--- src/rtl/alu_wb_ctrl_pkg.sv ---
// Shared definitions for the ALU write-back sequencer: default widths, FSM
// state encodings and the ALU operation codes agreed with the ALU.
package alu_wb_ctrl_pkg;

    localparam int DEF_ADDR_W = 5;
    localparam int DEF_DATA_W = 32;
    localparam int DEF_OP_W   = 3;

    typedef enum logic [1:0] {
        S_IDLE = 2'd0,
        S_READ = 2'd1,
        S_EXEC = 2'd2,
        S_WB   = 2'd3
    } state_e;

    localparam logic [DEF_OP_W-1:0] OP_ADD = 3'd0;
    localparam logic [DEF_OP_W-1:0] OP_SUB = 3'd1;
    localparam logic [DEF_OP_W-1:0] OP_AND = 3'd2;
    localparam logic [DEF_OP_W-1:0] OP_OR  = 3'd3;
    localparam logic [DEF_OP_W-1:0] OP_XOR = 3'd4;
    localparam logic [DEF_OP_W-1:0] OP_SLT = 3'd5;
    localparam logic [DEF_OP_W-1:0] OP_SLL = 3'd6;
    localparam logic [DEF_OP_W-1:0] OP_SRL = 3'd7;

    // r0 is hard-wired zero, so it is never a legal write target.
    function automatic logic rd_writable(input logic [DEF_ADDR_W-1:0] rd);
        return rd != '0;
    endfunction

endpackage

--- src/rtl/alu_wb_ctrl_if.sv ---
// Request, register-file and ALU signals of the write-back sequencer.
// slave = the sequencer; master = the surrounding datapath/requester.
interface alu_wb_ctrl_if #(
    parameter int ADDR_W = alu_wb_ctrl_pkg::DEF_ADDR_W,
    parameter int DATA_W = alu_wb_ctrl_pkg::DEF_DATA_W,
    parameter int OP_W   = alu_wb_ctrl_pkg::DEF_OP_W
) ();

    logic              req_valid;
    logic              req_ready;
    logic [OP_W-1:0]   req_op;
    logic [ADDR_W-1:0] req_rd;
    logic [ADDR_W-1:0] req_rs;
    logic [ADDR_W-1:0] req_rt;

    logic [ADDR_W-1:0] r_addr_a;
    logic [ADDR_W-1:0] r_addr_b;

    logic [OP_W-1:0]   alu_op;
    logic [DATA_W-1:0] alu_f;
    logic              alu_zf;
    logic              alu_of;

    logic [ADDR_W-1:0] w_addr;
    logic [DATA_W-1:0] w_data;
    logic              write_reg;

    logic              zf;
    logic              of;
    logic              done;

    modport slave (
        input  req_valid, req_op, req_rd, req_rs, req_rt,
        input  alu_f, alu_zf, alu_of,
        output req_ready, r_addr_a, r_addr_b, alu_op,
        output w_addr, w_data, write_reg, zf, of, done
    );

    modport master (
        output req_valid, req_op, req_rd, req_rs, req_rt,
        output alu_f, alu_zf, alu_of,
        input  req_ready, r_addr_a, r_addr_b, alu_op,
        input  w_addr, w_data, write_reg, zf, of, done
    );

endinterface

--- src/rtl/alu_wb_ctrl.sv ---
// Four-state sequencer: accept request, let operands settle through the
// register file and ALU, capture the result, then write it back.
module alu_wb_ctrl
    import alu_wb_ctrl_pkg::*;
#(
    parameter int ADDR_W = DEF_ADDR_W,
    parameter int DATA_W = DEF_DATA_W,
    parameter int OP_W   = DEF_OP_W
) (
    input  logic          clk,
    input  logic          rst_n,
    alu_wb_ctrl_if.slave  bus
);

    state_e            state;
    state_e            state_nxt;
    logic              accept;

    logic [ADDR_W-1:0] rd_q;
    logic [ADDR_W-1:0] r_addr_a_q;
    logic [ADDR_W-1:0] r_addr_b_q;
    logic [OP_W-1:0]   alu_op_q;
    logic [ADDR_W-1:0] w_addr_q;
    logic [DATA_W-1:0] w_data_q;
    logic              write_reg_q;
    logic              done_q;
    logic              zf_res;
    logic              of_res;
    logic              zf_q;
    logic              of_q;

    always_ff @(posedge clk or negedge rst_n) begin
        if (!rst_n) begin
            state <= S_IDLE;
        end else begin
            state <= state_nxt;
        end
    end

    always_comb begin
        state_nxt = state;
        accept    = 1'b0;
        case (state)
            S_IDLE: begin
                if (bus.req_valid) begin
                    accept    = 1'b1;
                    state_nxt = S_READ;
                end
            end
            S_READ:  state_nxt = S_EXEC;
            S_EXEC:  state_nxt = S_WB;
            S_WB:    state_nxt = S_IDLE;
            default: state_nxt = S_IDLE;
        endcase
    end

    always_ff @(posedge clk or negedge rst_n) begin
        if (!rst_n) begin
            rd_q        <= '0;
            r_addr_a_q  <= '0;
            r_addr_b_q  <= '0;
            alu_op_q    <= '0;
            w_addr_q    <= '0;
            w_data_q    <= '0;
            write_reg_q <= 1'b0;
            done_q      <= 1'b0;
            zf_res      <= 1'b0;
            of_res      <= 1'b0;
            zf_q        <= 1'b0;
            of_q        <= 1'b0;
        end else begin
            // Read addresses and op hold until the next acceptance.
            if (accept) begin
                r_addr_a_q <= bus.req_rs;
                r_addr_b_q <= bus.req_rt;
                alu_op_q   <= bus.req_op;
                rd_q       <= bus.req_rd;
            end
            if (state == S_EXEC) begin
                w_data_q    <= bus.alu_f;
                w_addr_q    <= rd_q;
                write_reg_q <= rd_writable(rd_q);
                done_q      <= 1'b1;
                zf_res      <= bus.alu_zf;
                of_res      <= bus.alu_of;
            end
            // Flags become visible as the register file commits the result.
            if (state == S_WB) begin
                zf_q        <= zf_res;
                of_q        <= of_res;
                write_reg_q <= 1'b0;
                done_q      <= 1'b0;
            end
        end
    end

    assign bus.req_ready = (state == S_IDLE);
    assign bus.r_addr_a  = r_addr_a_q;
    assign bus.r_addr_b  = r_addr_b_q;
    assign bus.alu_op    = alu_op_q;
    assign bus.w_addr    = w_addr_q;
    assign bus.w_data    = w_data_q;
    assign bus.write_reg = write_reg_q;
    assign bus.done      = done_q;
    assign bus.zf        = zf_q;
    assign bus.of        = of_q;

endmodule

--- src/flat_wrapper.sv ---
// flat-port wrapper written by rule: the top's interface ports become plain ports
module alu_wb_ctrl_flat import alu_wb_ctrl_pkg::*;
#(
    parameter int ADDR_W = DEF_ADDR_W,
    parameter int DATA_W = DEF_DATA_W,
    parameter int OP_W   = DEF_OP_W
)
  (clk, rst_n, bus_req_valid, bus_req_op, bus_req_rd, bus_req_rs, bus_req_rt, bus_alu_f, bus_alu_zf, bus_alu_of, bus_req_ready, bus_r_addr_a, bus_r_addr_b, bus_alu_op, bus_w_addr, bus_w_data, bus_write_reg, bus_zf, bus_of, bus_done);
  alu_wb_ctrl_if #(.ADDR_W(ADDR_W), .DATA_W(DATA_W), .OP_W(OP_W)) bus_i ();
  input  logic clk;
  input  logic rst_n;
  input wire logic [$bits(bus_i.req_valid)-1:0] bus_req_valid;
  input wire logic [$bits(bus_i.req_op)-1:0] bus_req_op;
  input wire logic [$bits(bus_i.req_rd)-1:0] bus_req_rd;
  input wire logic [$bits(bus_i.req_rs)-1:0] bus_req_rs;
  input wire logic [$bits(bus_i.req_rt)-1:0] bus_req_rt;
  input wire logic [$bits(bus_i.alu_f)-1:0] bus_alu_f;
  input wire logic [$bits(bus_i.alu_zf)-1:0] bus_alu_zf;
  input wire logic [$bits(bus_i.alu_of)-1:0] bus_alu_of;
  output wire logic [$bits(bus_i.req_ready)-1:0] bus_req_ready;
  output wire logic [$bits(bus_i.r_addr_a)-1:0] bus_r_addr_a;
  output wire logic [$bits(bus_i.r_addr_b)-1:0] bus_r_addr_b;
  output wire logic [$bits(bus_i.alu_op)-1:0] bus_alu_op;
  output wire logic [$bits(bus_i.w_addr)-1:0] bus_w_addr;
  output wire logic [$bits(bus_i.w_data)-1:0] bus_w_data;
  output wire logic [$bits(bus_i.write_reg)-1:0] bus_write_reg;
  output wire logic [$bits(bus_i.zf)-1:0] bus_zf;
  output wire logic [$bits(bus_i.of)-1:0] bus_of;
  output wire logic [$bits(bus_i.done)-1:0] bus_done;
  assign bus_i.req_valid = bus_req_valid;
  assign bus_i.req_op = bus_req_op;
  assign bus_i.req_rd = bus_req_rd;
  assign bus_i.req_rs = bus_req_rs;
  assign bus_i.req_rt = bus_req_rt;
  assign bus_i.alu_f = bus_alu_f;
  assign bus_i.alu_zf = bus_alu_zf;
  assign bus_i.alu_of = bus_alu_of;
  assign bus_req_ready = bus_i.req_ready;
  assign bus_r_addr_a = bus_i.r_addr_a;
  assign bus_r_addr_b = bus_i.r_addr_b;
  assign bus_alu_op = bus_i.alu_op;
  assign bus_w_addr = bus_i.w_addr;
  assign bus_w_data = bus_i.w_data;
  assign bus_write_reg = bus_i.write_reg;
  assign bus_zf = bus_i.zf;
  assign bus_of = bus_i.of;
  assign bus_done = bus_i.done;
  alu_wb_ctrl #(.ADDR_W(ADDR_W), .DATA_W(DATA_W), .OP_W(OP_W)) u_core (.clk(clk), .rst_n(rst_n), .bus(bus_i));
endmodule
--- config.mk ---
export PLATFORM = sky130hd
export DESIGN_NAME = alu_wb_ctrl_flat
export DESIGN_NICKNAME = d
export VERILOG_FILES = /design/src/rtl/alu_wb_ctrl_pkg.sv /design/src/rtl/alu_wb_ctrl_if.sv /design/src/rtl/alu_wb_ctrl.sv /design/src/flat_wrapper.sv
export SDC_FILE = /design/constraint.sdc
export NUM_CORES = 1
export LEC_CHECK = 0
export ABC_CLOCK_PERIOD_IN_PS = 1800
export BUFFER_PORTS_ARGS = -buffer_cell sky130_fd_sc_hd__buf_2
export CAP_MARGIN = 20
export CELL_PAD_IN_SITES_DETAIL_PLACEMENT = 0
export CELL_PAD_IN_SITES_GLOBAL_PLACEMENT = 1
export CORE_MARGIN = 2
export CORE_UTILIZATION = 37
export CTS_CLUSTER_DIAMETER = 60
export CTS_CLUSTER_SIZE = 10
export DETAILED_ROUTE_END_ITERATION = 10
export HOLD_SLACK_MARGIN = 0.08
export PLACE_DENSITY = 0.77
export REMOVE_ABC_BUFFERS = 1
export SYNTH_ARGS = -nofsm -noshare
export SYNTH_HDL_FRONTEND = slang
export SYNTH_SLANG_ARGS = --single-unit
--- constraint.sdc ---
create_clock -name clk -period 1.8 [get_ports clk]
set_input_delay 0.27 -clock clk [delete_from_list [all_inputs] [get_ports clk]]
set_output_delay 0.27 -clock clk [all_outputs]
set_load 0.03 [all_outputs]
==> summary.md <==
| Metric | Value |
|---|---|
| Synth warnings | 0 |
| Drt wl/cell | 13.5 um |
| Fin. Hold Viols | 0 |
| First-pass GRT wire length | 7470 um |
| Clock tree root driver cell | clkbuf_8 |
| Fmax | 627 MHz |
| R2r endpoint | u_core.bus.w_data[5] |
| Power Dens Cells | 2230 mW/mm2 |
| Gpl congestion | 0.656 |
| RSZ-0062 raised after global routing | no |
| Crit Path Max Fanout | 4 |
| Post-Syn Area per Cell | 17.2 um2 |
| Layout cell share with drive strength beyond 1 | 71.3% |
| Mapped Cells | 145 |
| Area of the multi-input gates | 835 um2 |
| Worst R2R Path Depth | 4 |
| Worst Skew | 0.00721 ns |
| IO buf count | 109 |
| Fillers | 582 |
| Flip-flop and latch count after synthesis | 63 |
| Final worst-path cycle share | 88.5% |
| Slew HR | 78.1% |
| DP HPWL | 3340 um |
| Clock slew at reported path FFs | 0.07 ns |
| Total gr overflow | 0 |
| Post-route ant nets | 0 |
| Die W | 86.0 um |
| I/O Pins | 110 |
| Core area | 0.00642 mm2 |
| Leakage Power | 1.66 nW |
| Site row count | 29 |
| Status | completed |
| Power, Total | 7.41 mW |
| CTS buffer count | 9 |
| Final Critical Period | 1.59 ns |
| Tightest Pin Transition | 0.328 ns |
| Post_cts resized | 0 |
| CP Capture Type | output pin |
| Largest net degree at the start of global routing | 64 |
| Gr usage total | 13.3% |
| Sequential area share after synthesis | 63.3% |
| Placed insts | 328 |
| Initial antenna violation count | 0 |
| DRC | 0 |
| Vias in the first global route | 1,630 |
| Clock Sinks | 63 |
| Clock Latency Late Sink | 0.33 ns |
| Netlist cell types | 14 |
| Area grow syn2layout | 33.7% |
| Final Setup Violations | 0 |
| Crit. Startpoint | u_core.state[0] |
| Max reg flops | 32 |
| Critical path launch point type | flip-flop |
| Drt via density | 4.61 |
| CTS tree | yes |
| R2r setup slk | 0.28 ns |
| Slew Limit Fails | 0 |
| Worst hold path type | input pin to flip-flop |
| Post-CTS Setup Bufs | 0 |
| Storage cell area | 0.00158 mm2 |
| Starting Density | 38.7% |
| Final core occ | 51.8% |
| Peak VDD IR | 1110 uV |
| DRT Pass-1 Iters | 4 |
| Critical R2R Launch | u_core.state[0] |
| Tightest hold margin | 0.162 ns |
| Non-filler cells, final | 345 |
| Die height | 86.0 um |
| Crit path DAT | 1.32 ns |
| Total of max-cap violations | 0 |
| Critical Path RT | 1.53 ns |
| Crit Path Class | flip-flop to output pin |
| DR iter-0 viols | 15 |
| # diodes | 0 |
| Hold depth | 2 |
| Vias | 1,592 |
| Max Buffers Root-to-Sink | 2 |
| Post-synthesis cell area | 0.00249 mm2 |
| Worst setup endpoint | bus_req_ready |
| H-tree depth | 3 |
| Final WL | 4650 um |
| Layout net count | 322 |
| Die Area | 0.00740 mm2 |
[synthesized netlist by cell type (all sizes together)]
library cell | n | share of area (%)
nor2 | 5 | 0.75
ha | 4 | 2.0
nand2 | 1 | 0.45
dfrtp | 63 | 63
mux2i | 1 | 0.40
nor4b | 1 | 0.35
buf | 6 | 2.9
inv | 2 | 0.30
mux2 | 60 | 29
and2b | 1 | 0.35
a211oi | 1 | 0.30
[kinds of logic (layout without fill, tap and decap cells)]
logic type,Yosys count,count (layout),synth area share [%]
multiplexers,61,61,29.2
buffers and inverters,8,131,3.22
AO/OA/AOI/OAI,1,1,0.302
adder cells (fa/ha/maj),4,4,2.01
AND/OR/NAND/NOR,8,8,1.91
flip-flops,63,63,63.3
[final cells by class]
type	instances	share of cell area, %
inverter	2	0.226
timing repair buffer	113	18.5
clock buffer	10	4.14
multi-input combinational	74	25.1
clock inverter	6	1.80
tap	77	2.89
sequential	63	47.4
[how the worst min path moves through the flow]
stage | start | endpoint | slack, ns
CTS | bus_req_rt[2] | u_core.bus.r_addr_b[2] | 0.15
detailed placement | rst_n | u_core.bus.w_data[27] | 0.31
finish | bus_req_rd[4] | u_core.rd_q[4] | 0.16
global route | bus_req_rt[2] | u_core.bus.r_addr_b[2] | 0.13
global placement | rst_n | u_core.bus.w_data[10] | 0.31
floorplan | rst_n | u_core.bus.alu_op[0] | -0.03
[worst max-delay path, stage by stage, from the launching register on]
cell     delay (ns)
dfrtp_1        0.38
inv_1          0.12
ha_1           0.25
buf_2          0.23
[where the power goes]
part | switching [mW] | leakage (nW) | internal [mW]
Sequential | 0.370 | 0.739 | 2.16
Clock | 0.530 | 0.0981 | 0.669
Combinational | 2.14 | 0.819 | 1.54
Total | 3.04 | 1.66 | 4.38
[cells in the final DEF, fill, tap and decap left out]
cell type and instances:
a211oi_1 1, ha_1 3, dlygate4sd3_1 1, nor2_1 5, mux2_2 49, inv_1 2, clkinvlp_4 2, buf_12 3
and2b_2 1, mux2_4 11, mux2i_1 1, bufinv_16 1, dfrtp_1 63, nor4b_1 1, buf_2 109, clkbuf_8 10
nand2_4 1, clkinv_2 3, ha_2 1
[routing by layer]
layer  GRT usage (%)  up-vias  routed length (um)
met4            7.36        0                  86
met1            16.3      756                1910
met5               0        -                   0
li1                -      745                   -
met2            19.7       82                2120
met3            5.77        9                 537
[stage by stage]
| stage | cell area, um2 | setup slack (ns) | TNS, ns |
|---|---|---|---|
| after floorplan | 2420 | -0.264 | -10.58 |
| after global placement | 3120 | 0.314 | 0 |
| after detailed placement | 3120 | 0.286 | 0 |
| after CTS | 3330 | 0.194 | 0 |
| after global routing | 3330 | 0.128 | 0 |
| final | 3330 | 0.206 | 0 |
[what timing repair did]
item / 4_1_cts / 5_1_grt
setup endpoints to repair: 0 / 0
hold buffers: 1 / 0
hold endpoints to repair: 63 / 0
(Power assumes the default switching activity.)
